$ cat src/rtl/uart_rx_poller.sv
// Register-bus master for a uart_16750: polls LSR, drains RBR into a local byte FIFO
// exposed as a valid/ready stream, and keeps sticky line-error flags from LSR[4:1].
module uart_rx_poller #(
    parameter int FIFO_DEPTH   = 8,
    parameter int READ_LATENCY = 1,
    parameter int POLL_GAP     = 16
) (
    input  logic                        clk_33M,
    input  logic                        rstn,
    input  logic                        enable,
    output logic                        uart_cs,
    output logic                        uart_rd,
    output logic                        uart_wr,
    output logic [2:0]                  uart_addr,
    input  logic [7:0]                  uart_dout,
    output logic [7:0]                  m_data,
    output logic                        m_valid,
    input  logic                        m_ready,
    output logic [$clog2(FIFO_DEPTH):0] fifo_level,
    output logic [3:0]                  err_flags,
    input  logic                        err_clr
);
    localparam int PTR_W   = $clog2(FIFO_DEPTH);
    localparam int CNT_MAX = (POLL_GAP > READ_LATENCY) ? POLL_GAP : READ_LATENCY;
    localparam int CNT_W   = $clog2(CNT_MAX + 1);
    localparam logic [2:0] ADDR_LSR = 3'b101;
    localparam logic [2:0] ADDR_RBR = 3'b000;

    typedef enum logic [3:0] {
        IDLE, LSR_SETUP, LSR_RD, LSR_WAIT, EVAL,
        RBR_SETUP, RBR_RD, RBR_WAIT, PUSH, GAP
    } state_t;

    state_t           r_state;
    state_t           w_state_next;
    logic [CNT_W-1:0] r_cnt;
    logic [7:0]       r_cap;
    logic [7:0]       r_mem [FIFO_DEPTH];
    logic [PTR_W-1:0] r_wr_ptr;
    logic [PTR_W-1:0] r_rd_ptr;
    logic [PTR_W:0]   r_level;
    logic [7:0]       r_head;
    logic [3:0]       r_err;

    logic             w_in_wait;
    logic             w_wait_done;
    logic             w_gap_done;
    logic             w_space;
    logic             w_push;
    logic             w_pop;
    logic [PTR_W-1:0] w_rd_ptr_inc;

    assign w_in_wait    = (r_state == LSR_WAIT) || (r_state == RBR_WAIT);
    assign w_wait_done  = (r_cnt == CNT_W'(READ_LATENCY - 1));
    assign w_gap_done   = (r_cnt == CNT_W'(POLL_GAP));
    assign w_space      = (r_level != (PTR_W+1)'(FIFO_DEPTH));
    assign w_push       = (r_state == PUSH);
    assign w_pop        = (r_level != '0) && m_ready;
    assign w_rd_ptr_inc = r_rd_ptr + 1'b1;

    always_ff @(posedge clk_33M or negedge rstn) begin
        if (!rstn) r_state <= IDLE;
        else       r_state <= w_state_next;
    end

    always_comb begin
        w_state_next = r_state;
        uart_cs      = 1'b0;
        uart_rd      = 1'b0;
        uart_addr    = ADDR_RBR;
        case (r_state)
            IDLE: if (enable) w_state_next = LSR_SETUP;
            LSR_SETUP: begin
                uart_cs      = 1'b1;
                uart_addr    = ADDR_LSR;
                w_state_next = LSR_RD;
            end
            LSR_RD: begin
                uart_cs      = 1'b1;
                uart_rd      = 1'b1;
                uart_addr    = ADDR_LSR;
                w_state_next = LSR_WAIT;
            end
            LSR_WAIT: begin
                uart_cs   = 1'b1;
                uart_addr = ADDR_LSR;
                if (w_wait_done) w_state_next = EVAL;
            end
            // FIFO space is reserved here; only pops can happen before the PUSH.
            EVAL: begin
                if (!enable)                  w_state_next = IDLE;
                else if (r_cap[0] && w_space) w_state_next = RBR_SETUP;
                else                          w_state_next = GAP;
            end
            RBR_SETUP: begin
                uart_cs      = 1'b1;
                w_state_next = RBR_RD;
            end
            RBR_RD: begin
                uart_cs      = 1'b1;
                uart_rd      = 1'b1;
                w_state_next = RBR_WAIT;
            end
            RBR_WAIT: begin
                uart_cs = 1'b1;
                if (w_wait_done) w_state_next = PUSH;
            end
            PUSH: w_state_next = enable ? LSR_SETUP : IDLE;
            GAP:  if (w_gap_done) w_state_next = enable ? LSR_SETUP : IDLE;
            default: w_state_next = IDLE;
        endcase
    end

    assign uart_wr = 1'b0;

    // Shared counter: read-latency wait and the inter-poll gap (POLL_GAP+1 cycles in GAP).
    always_ff @(posedge clk_33M or negedge rstn) begin
        if (!rstn) begin
            r_cnt <= '0;
            r_cap <= '0;
        end else begin
            if (w_in_wait)            r_cnt <= w_wait_done ? '0 : r_cnt + 1'b1;
            else if (r_state == GAP)  r_cnt <= w_gap_done ? '0 : r_cnt + 1'b1;
            else                      r_cnt <= '0;
            if (w_in_wait && w_wait_done) r_cap <= uart_dout;
        end
    end

    always_ff @(posedge clk_33M) begin
        if (w_push) r_mem[r_wr_ptr] <= r_cap;
    end

    // Head is a registered copy so m_data comes straight from a flop.
    always_ff @(posedge clk_33M or negedge rstn) begin
        if (!rstn) begin
            r_wr_ptr <= '0;
            r_rd_ptr <= '0;
            r_level  <= '0;
            r_head   <= '0;
        end else begin
            if (w_push) r_wr_ptr <= r_wr_ptr + 1'b1;
            if (w_pop)  r_rd_ptr <= w_rd_ptr_inc;
            case ({w_push, w_pop})
                2'b10:   r_level <= r_level + 1'b1;
                2'b01:   r_level <= r_level - 1'b1;
                default: r_level <= r_level;
            endcase
            if (w_push && ((r_level == '0) || ((r_level == (PTR_W+1)'(1)) && w_pop)))
                r_head <= r_cap;
            else if (w_pop && (r_level > (PTR_W+1)'(1)))
                r_head <= r_mem[w_rd_ptr_inc];
        end
    end

    always_ff @(posedge clk_33M or negedge rstn) begin
        if (!rstn)
            r_err <= '0;
        else if (err_clr || (r_state == EVAL))
            r_err <= (err_clr ? 4'b0000 : r_err) | ((r_state == EVAL) ? r_cap[4:1] : 4'b0000);
    end

    assign m_data     = r_head;
    assign m_valid    = (r_level != '0);
    assign fifo_level = r_level;
    assign err_flags  = r_err;

endmodule

$ cat config.mk
export PLATFORM = sky130hd
export DESIGN_NAME = uart_rx_poller
export DESIGN_NICKNAME = d
export VERILOG_FILES = /design/src/rtl/uart_rx_poller.sv
export SDC_FILE = /design/constraint.sdc
export NUM_CORES = 1
export LEC_CHECK = 0
export ABC_AREA = 1
export BUFFER_PORTS_ARGS = -buffer_cell sky130_fd_sc_hd__buf_2
export CAP_MARGIN = 0
export CORE_AREA = 2 2 92 94
export DETAILED_ROUTE_END_ITERATION = 10
export DIE_AREA = 0 0 94 96
export PLACE_DENSITY = 0.77
export SLEW_MARGIN = 15
export SYNTH_ARGS = -nofsm -noshare
export SYNTH_HDL_FRONTEND = slang
export SYNTH_SLANG_ARGS = --single-unit
export TNS_END_PERCENT = 5
$ cat constraint.sdc
create_clock -name clk_33M -period 2.4 [get_ports clk_33M]
set_input_delay 0.24 -clock clk_33M [delete_from_list [all_inputs] [get_ports clk_33M]]
set_output_delay 0.24 -clock clk_33M [all_outputs]
set_load 0.005 [all_outputs]
==> flow_summary.ini <==
[status]
status = finished clean

[logic_synthesis]
synth.cells.most_frequent = 145 x nand2_1, 68 x nand3_1, 64 x edfxtp_1
ys_warn_count = 0
seq_area_frac_synth = 0.6179
asyncSetResetFlopFracSynth = 0.3786
yosys.area.top_type = edfxtp_1
yosys-top-cells-area = edfxtp_1 41%, dfrtp_1 21%, nand2_1 12%
syn_area_per_cell_sq_um = 9.852
yosys_most_used_dff = edfxtp_1
synth_top_cell_area_share = 0.4098
ys_ff_latch = 103
yosys.cell_types.count = 29
synthMostInstantiatedCell = nand2_1
number_of_enable_type_register_cells_in_the_synthesized_netlist = 64
post_synth_instance_area_sq_mm = 0.004689
netlist_instances = 476

[placed_design]
hpwl_um = 6766
placed_cell_area_sq_mm = 0.004971
place.gp.congestion = 0.8826
placed_cells_incl_taps = 608
buffer_ports.inserted = 33

[clocking]
numClockSinks = 103
cts-htree-levels = 3
cts-resized-gates = 0
clk-insertion-delay-late_ps = 350
root_buffer = clkbuf_8
cts_max_path_buffers = 2
postCtsSetupBuffers = 0
tritoncts = done
path_clk_slew_ps = 90
cts-hold-fix-buffers = 0
cts_made_buffers = 9

[global_route]
antenna_found_initial = 0
grt_first_pass_wirelength_um = 15010
grt_max_degree = 40
grt.overflow.total = 0
grt_pass1_vias = 3058
groute.usage.overall = 0.2266

[floorplan]
effective_utilization_at_floorplan = 0.5824
top_level_ports = 36
core.rowCount = 33
coreArea_sq_mm = 0.008051
horizontal_die_dimension_um = 94
dieHeight_um = 96
design.die.area_sq_mm = 0.009024

[cells_and_area]
layoutNonFillerInstCount = 624
area.growth.synth_to_final_pct = 10.43
fillCellCount = 635
seq_area_sq_mm = 0.002898
post-route-cell-area_sq_mm = 0.005179
multiInputGateArea_sq_mm = 0.001471
drive_above_1_share = 0.1522
antenna-diode-count = 0
number_of_nets_in_the_layout = 535

[route]
first_pass_detailed_route_iteration_total = 5
drt_drc_violations_left = 0
routed_via_density = 5.279
via_count = 3294
routedWlPerCell_um = 15.24
ant_nets = 0
detailedRoute.firstIterationViolations = 259
drt_wl_total_um = 9510

[timing]
timing.setup.tns_ps = 0
unrepaired_setup_endpoints_after_global_routing = no
final.min_clock_period_ps = 1912
holdWs_ps = 8.820
finalHoldViolCount = 0
maxSlewViolCount = 0
timing.final.setup_violations = 0
slew-limit-headroom = 0.3968
part_of_the_cycle_the_worst_path_needs = 0.7967
maxClockFrequency_mhz = 523.0
timing.clock.skew_ps = 13.05
worst_pin_slew_ps = 904.8

[setup_path]
timing.critical_path.arrival_ps = 2160
critical_path.startpoint_type = flop
crit_type = flop to flop
setup.reg_to_reg.worst_slack_ps = 490
setup.worst_path.end_class = flop
timing.critical_path.required_ps = 2640
critical_path.max_fanout = 7

[worst_hold_path]
hp-class = input pin to async pin

[pwr]
power_mw = 6.353
power.ir.vdd_worst_v = 0.0006526
pwr_density_cell_mw_per_mm2 = 1227
power.leakage_nw = 2.360

[run]
cap_viol_max_count = 0
[final timing paths]
path / start / end / cells after the start
max: fifo_level[1] / fifo_level[2] / 10
min: rstn / r_cnt[1] / 1
max reg2reg: fifo_level[1] / fifo_level[2] / 10
min reg2reg: r_cnt[0] / r_cnt[0] / 1
max in group asynchronous: rstn / r_wr_ptr[1] / 1
min in group clk_33M: uart_dout[2] / r_cap[2] / 3
[state kept, by name, indices dropped and copies added (netlist names)]
register,cells
err_flags,4
fifo_level,4
m_data,8
r_cap,8
r_cnt,5
r_mem,64
r_rd_ptr,3
r_state,4
r_wr_ptr,3
[worst max-delay path, cell delays in order, from the launching register on]
cell and delay (ps):
dfrtp_1 430, inv_1 120, ha_1 250, nand2_4 90
nand2_4 100, inv_2 40, ha_1 350, nor2_1 120
o21ai_0 110, xor2_1 150, inv_1 50
[report_power, final]
part / internal, mW / total (mW) / switching (mW)
clock network: 0.544 / 1.10 / 0.557
logic: 0.880 / 2.49 / 1.61
registers: 2.33 / 2.76 / 0.434
[cells by family (layout without fill, tap and decap cells)]
group | count (synthesis) | count (layout) | share of synthesized area
AO/OA/AOI/OAI | 25 | 25 | 0.02935
XOR/XNOR | 10 | 10 | 0.01868
adder cells (fa/ha/maj) | 8 | 8 | 0.02135
buffers and inverters | 76 | 118 | 0.06910
flip-flops | 103 | 103 | 0.6179
other | 1 | 2 | 0.0007997
AND/OR/NAND/NOR | 253 | 253 | 0.2428
[area by class of cell]
cell class                 count  share of cell area
sequential                   103              0.5596
multi-input combinational    298              0.2841
inverter                      62             0.04639
timing repair buffer          40             0.04446
clock buffer                  12             0.02996
tap                          105             0.02537
clock inverter                 4             0.01015
[layout by cell type (no fill, tap or decap)]
cell       netlist  final
a21oi_1          1      1
inv_4            1      1
nor2_1          16     16
or2_4            1      1
clkbuf_1         2      1
nand2_4          4      4
o21a_1           1      1
xnor2_1          4      4
inv_6            0      1
dfrtp_1         39     39
buf_12           0      1
clkinv_2         0      1
nand4_1          3      3
o21ai_0         16     16
buf_2            7     33
conb_1           1      2
clkbuf_8         0     11
clkinv_4         1      2
nor2_4           5      5
inv_1           56     56
o22ai_1          6      6
nor2_2           6      6
inv_2            4      4
xor2_1           6      6
nand2_2          2      2
buf_4            4      6
o21bai_1         1      1
ha_1             8      8
nor3_1           3      3
nand2_1        145    145
bufinv_16        0      1
edfxtp_1        64     64
nand3_1         68     68
[routing by layer]
layer  routed length, um  vias to the layer above  track usage  share of wire
met5                   0                        -            0              0
met2                4683                      109       0.3750           0.49
met4                 176                        0      0.09420          0.019
li1                    -                     1628            -              -
met1                4114                     1542       0.3043           0.43
met3                 536                       15      0.03289          0.056
[through the flow]
step	setup WS, ps	utilization
after detailed placement	530.3	0.6174
after floorplan	641.7	-
after global routing	305.8	0.6432
final	488.0	0.6432
after global placement	583.7	0.6174
after CTS	509.4	0.6432
Power figures use the tool's default switching activity.
